[config.mk]
export PLATFORM = sky130hd
export DESIGN_NAME = uart_tx
export DESIGN_NICKNAME = d
export VERILOG_FILES = /design/src/rtl/uart_pkg.sv /design/src/rtl/tx_parity_gen.sv /design/src/rtl/uart_tx.sv
export SDC_FILE = /design/constraint.sdc
export NUM_CORES = 1
export LEC_CHECK = 0
export CAP_MARGIN = 15
export CELL_PAD_IN_SITES_DETAIL_PLACEMENT = 1
export CELL_PAD_IN_SITES_GLOBAL_PLACEMENT = 2
export CORE_MARGIN = 2
export CORE_UTILIZATION = 33
export DETAILED_ROUTE_END_ITERATION = 6
export PLACE_DENSITY = 0.77
export SLEW_MARGIN = 20
export SYNTH_ARGS = -nofsm -noshare
export SYNTH_HDL_FRONTEND = slang
export SYNTH_HIERARCHICAL = 1
export SYNTH_SLANG_ARGS = --single-unit
[constraint.sdc]
create_clock -name clk -period 2.1 [get_ports clk]
set_clock_uncertainty 0.2 [all_clocks]
set_input_delay 0.42 -clock clk [delete_from_list [all_inputs] [get_ports clk]]
set_output_delay 0.42 -clock clk [all_outputs]
set_load 0.01 [all_outputs]
[src/rtl/uart_pkg.sv]
// rtl/uart_pkg.sv - shared UART definitions for the transmit and receive paths
//
// Contents: FSM state encoding, payload width, stop-bit count, parity type codes.

package uart_pkg;

    typedef enum logic [2:0] {
        IDLE   = 3'd0,
        START  = 3'd1,
        DATA   = 3'd2,
        PARITY = 3'd3,
        STOP   = 3'd4
    } uart_state_e;

    localparam int   UART_DATA_W    = 8;
    localparam int   UART_STOP_BITS = 1;
    localparam logic PAR_EVEN       = 1'b0;
    localparam logic PAR_ODD        = 1'b1;

endpackage

[src/rtl/tx_parity_gen.sv]
// rtl/tx_parity_gen.sv - combinational parity generator for the UART transmitter
//
// Ports:
//   data    in  DATA_W  payload byte
//   par_typ in  1       0 = even, 1 = odd
//   parity  out 1       parity bit that makes the frame even/odd

module tx_parity_gen
    import uart_pkg::*;
#(
    parameter int DATA_W = UART_DATA_W
) (
    input  logic [DATA_W-1:0] data,
    input  logic              par_typ,
    output logic              parity
);

    // Even parity is the plain XOR-reduce; odd parity inverts it.
    assign parity = (^data) ^ (par_typ == PAR_ODD);

endmodule

[src/rtl/uart_tx.sv]
// rtl/uart_tx.sv - UART transmitter: start, LSB-first data, optional parity, one stop bit
//
// Ports:
//   clk        in  1        UART clock (shared with the receive path)
//   rst        in  1        synchronous active-high reset
//   p_data     in  DATA_W   byte to send, sampled on accept
//   data_valid in  1        send request, accepted when busy is low
//   par_en     in  1        insert parity bit
//   par_typ    in  1        0 = even, 1 = odd parity
//   prescale   in  PRESC_W  clock cycles per bit, 0 behaves as 1
//   tx_out     out 1        serial line, idle high (registered)
//   busy       out 1        frame in flight (registered)

module uart_tx
    import uart_pkg::*;
#(
    parameter int DATA_W  = UART_DATA_W,
    parameter int PRESC_W = 6
) (
    input  logic               clk,
    input  logic               rst,
    input  logic [DATA_W-1:0]  p_data,
    input  logic               data_valid,
    input  logic               par_en,
    input  logic               par_typ,
    input  logic [PRESC_W-1:0] prescale,
    output logic               tx_out,
    output logic               busy
);

    localparam int               BIT_W    = (DATA_W > 1) ? $clog2(DATA_W) : 1;
    localparam logic [BIT_W-1:0] BIT_LAST = BIT_W'(DATA_W - 1);

    uart_state_e        state_q, state_d;
    logic [PRESC_W-1:0] cyc_q, cyc_d;
    logic [PRESC_W-1:0] last_q, last_d;
    logic [BIT_W-1:0]   bit_q, bit_d;
    logic [DATA_W-1:0]  shreg_q, shreg_d;
    logic               par_en_q, par_en_d;
    logic               parity_q, parity_d;
    logic               parity_in;
    logic               bit_end;
    logic               tx_d;
    logic               busy_d;

    tx_parity_gen #(
        .DATA_W (DATA_W)
    ) u_parity (
        .data    (p_data),
        .par_typ (par_typ),
        .parity  (parity_in)
    );

    // Every non-idle state lasts exactly last_q+1 cycles.
    assign bit_end = (cyc_q == last_q);

    always_comb begin
        state_d  = state_q;
        cyc_d    = cyc_q;
        last_d   = last_q;
        bit_d    = bit_q;
        shreg_d  = shreg_q;
        par_en_d = par_en_q;
        parity_d = parity_q;

        unique case (state_q)
            IDLE: begin
                if (data_valid) begin
                    state_d  = START;
                    bit_d    = '0;
                    shreg_d  = p_data;
                    par_en_d = par_en;
                    parity_d = parity_in;
                    // Store P-1 so the bit boundary is a plain compare; prescale 0 maps to P=1.
                    last_d   = (prescale == '0) ? '0 : prescale - PRESC_W'(1);
                end
            end
            START: begin
                if (bit_end) state_d = DATA;
            end
            DATA: begin
                if (bit_end) begin
                    shreg_d = shreg_q >> 1;
                    if (bit_q == BIT_LAST) begin
                        bit_d   = '0;
                        state_d = par_en_q ? PARITY : STOP;
                    end else begin
                        bit_d = bit_q + BIT_W'(1);
                    end
                end
            end
            PARITY: begin
                if (bit_end) state_d = STOP;
            end
            STOP: begin
                if (bit_end) state_d = IDLE;
            end
            default: state_d = IDLE;
        endcase

        if (state_q == IDLE) begin
            cyc_d = '0;
        end else begin
            cyc_d = bit_end ? '0 : cyc_q + PRESC_W'(1);
        end
    end

    // Outputs are decoded from the next-state values and registered, so the
    // line changes on the same edge the FSM moves.
    always_comb begin
        tx_d   = 1'b1;
        busy_d = 1'b1;
        case (state_d)
            IDLE:    busy_d = 1'b0;
            START:   tx_d   = 1'b0;
            DATA:    tx_d   = shreg_d[0];
            PARITY:  tx_d   = parity_d;
            STOP:    tx_d   = 1'b1;
            default: begin
                tx_d   = 1'b1;
                busy_d = 1'b0;
            end
        endcase
    end

    always_ff @(posedge clk) begin
        if (rst) begin
            state_q  <= IDLE;
            cyc_q    <= '0;
            last_q   <= '0;
            bit_q    <= '0;
            shreg_q  <= '0;
            par_en_q <= 1'b0;
            parity_q <= 1'b0;
            tx_out   <= 1'b1;
            busy     <= 1'b0;
        end else begin
            state_q  <= state_d;
            cyc_q    <= cyc_d;
            last_q   <= last_d;
            bit_q    <= bit_d;
            shreg_q  <= shreg_d;
            par_en_q <= par_en_d;
            parity_q <= parity_d;
            tx_out   <= tx_d;
            busy     <= busy_d;
        end
    end

endmodule

==> qor.csv <==
stage,metric,value,unit
floorplanning,die height,72.0,um
yosys,Post-synth ARST share,0,
layout,ant diodes,0,
routing,# DRC,0,
routing,DRT iter0 DRCs,61,
clock_tree,total CTS buffers,5,
routing,Routed Wire Length,3870,um
setup_path,crit path max fanout,5,
floorplanning,die width,72.0,um
yosys,synthesized net count,196,
routing,DRT Pass-1 Iters,4,
grt,GRT Util Overall,0.163,
yosys,synth unique cells,38,
yosys,"Warnings, synthesis",6,
setup_path,CP Capture Type,flop,
timing,Max-slew headroom,0.754,
yosys,#FFs+latches synth,30,
floorplanning,die area,5190,um2
grt,initial antenna violation count,0,
grt,largest net degree at the start of global routing,23,
setup_path,data arrival time of the worst path,1.99,ns
setup_path,critical setup path kind,reg -> reg,
timing,Setup-failing EPs final,0,
floorplanning,starting density of the core,0.346,
timing,fin worst setup slack,0.123,ns
place,Cells after DPL,252,
grt,GRT met2 Usage,0.267,
layout,final non-filler cell total,260,
routing,Vias,1313,
floorplanning,row cnt,24,
yosys,syn avg cell area,8.87,um2
grt,Top Usage Layer GRT,met2,
yosys,register area share after synthesis,0.393,
timing,Fmax,0.506,GHz
clock_tree,clk buf depth,2,
grt,GR Overflow Total,0,
clock_tree,Worst-path clk slew,0.06,ns
clock_tree,total number of H-tree levels,2,
timing,period utilization,0.942,
outcome,outcome,"finished, final reports clean",
setup_path,WP data required,2.11,ns
clock_tree,Root Buffer,clkbuf_8,
grt,global-route wire length before repair,6430,um
timing,actual slew at the worst max-slew pin,0.366,ns
place,hpwl dp,3070,um
flow_run,max-cap violations,0,
setup_path,CP startpoint kind,flop,
floorplanning,Top Ports,21,
pwr,peak supply drop,343,uV
timing,Tmin final,1.98,ns
grt,M1 GR Usage,0.206,
yosys,cells after synthesis,172,
clock_tree,Skew-Pair Late Insertion Delay,0.28,ns
pwr,Leakage,0.776,nW
layout,Finished Core Util,0.456,
setup_path,R2R Setup Slk,0.12,ns
clock_tree,clock sink count,30,
yosys,top_reg_cell synth,dfxtp_1,
layout,"commonest non-fill, non-tap cell in the layout",dfxtp_1,
timing,Fin. Hold Viols,0,
place,post-place setup slack,-0.259,ns
worst_hold_path,Min-Delay Path Class,reg -> reg,
layout,"commonest non-fill, non-tap cells in the layout","29 x dfxtp_1, 21 x nor2_1, 19 x nand2_1, 19 x clkdlybuf4s50_1, 16 x buf_4",
layout,Layout Nets,232,
yosys,synthesized area,1530,um2
grt,vias in the first global route,1358,
place,Routability Congestion,0.754,
grt,M3 GR Usage,0.0403,
routing,vias per cell,5.05,
yosys,"EDFF count, synth",0,
floorplanning,core area,4410,um2
place,port bufs,20,
routing,WL/cell,14.9,um
pwr,Pwr Density,768,nW/um2
timing,"Slew Viols, Final",0,
clock_tree,CTS tree,yes,
routing,post-route antenna net violation count,0,
layout,area delta synth->final,31.9,%
layout,share of cells above drive strength 1,0.192,
cell type report:
type | instances | area, um2
fill | 510 | 2400
timing repair buffer | 36 | 323
sequential | 30 | 602
multi-input combinational | 127 | 917
inverter | 8 | 30.0
tap | 52 | 65.1
clock buffer | 7 | 76.3
synth_stat cells (all sizes together), types with 2 or more instances:
master	n	area, um2
a31oi	2	12.5
a21oi	15	78.8
clkbuf	5	18.8
o211ai	2	15.0
and2	3	18.8
nand3	5	25.0
a22oi	12	90.1
xnor2	15	139
buf	2	15.0
ha	5	62.6
xor2	5	43.8
inv	8	30.0
dfxtp	30	601
nor3	3	20.0
nand2	20	77.6
nor2	22	90.1
nor4	2	27.5
or3	3	20.0
worst max-delay path, stage by stage, from the launching register on:
cell and delay, ns:
dfxtp_1 0.35, xnor2_2 0.23, nand4_4 0.17, nor2_4 0.23, nand2_2 0.10, or4b_1 0.48, a21oi_1 0.15
metal layers:
layer / vias to the layer above / wire [um]
li1: 665 / -
met1: 619 / 1790
met2: 23 / 1880
met3: 6 / 140
met4: 0 / 59
met5: - / 0
per-stage QoR:
stage	TNS [ns]	cell area, um2	hold slack (ns)	power [mW]
3_3_place_gp	-0.189	1870	0.244	1.07
3_5_place_dp	-0.377	1870	0.249	1.09
4_1_cts	0	1950	0.257	1.53
6_report	0	2010	0.254	1.55
2_1_floorplan	0	1530	0.236	0.928
5_1_grt	-0.00712	2010	0.299	1.64
cells by family after synthesis:
logic type                 after synthesis  synth area share
buffers and inverters                   15            0.0418
adders and majority gates                5            0.0410
DFF                                     30             0.393
AOI/OAI and AO/OA                       34             0.147
and+or+nand+nor                         66             0.236
xor gates and xnor gates                21             0.134
muxes                                    1           0.00656
flip-flops by register name (all words and copies together) (netlist names):
register,cells
bit_q,3
busy,1
cyc_q,6
last_q,6
par_en_q,1
parity_q,1
shreg_q,8
state_q,3
tx_out,1
worst paths after layout:
path                                start                       to  cells after the start
setup reg to reg      cyc_q[3]$_SDFF_PP0_    bit_q[0]$_SDFFE_PP0P_                      6
setup / recovery      cyc_q[3]$_SDFF_PP0_    bit_q[0]$_SDFFE_PP0P_                      6
hold / removal    shreg_q[6]$_SDFFE_PP0P_  shreg_q[6]$_SDFFE_PP0P_                      2
hold reg to reg   shreg_q[6]$_SDFFE_PP0P_  shreg_q[6]$_SDFFE_PP0P_                      2
report_power, final:
group | internal (mW) | switching, mW | total [mW]
Combinational | 0.224 | 0.238 | 0.462
Sequential | 0.617 | 0.0323 | 0.650
Clock | 0.228 | 0.207 | 0.435
Total | 1.07 | 0.477 | 1.55
timing repair:
action	in CTS	in global routing
endpoints found under the setup margin	0	2
setup buffers	0	1
gates resized for setup	0	10
hold buffers	0	0
Note: power is estimated with default switching activity, not from simulation.
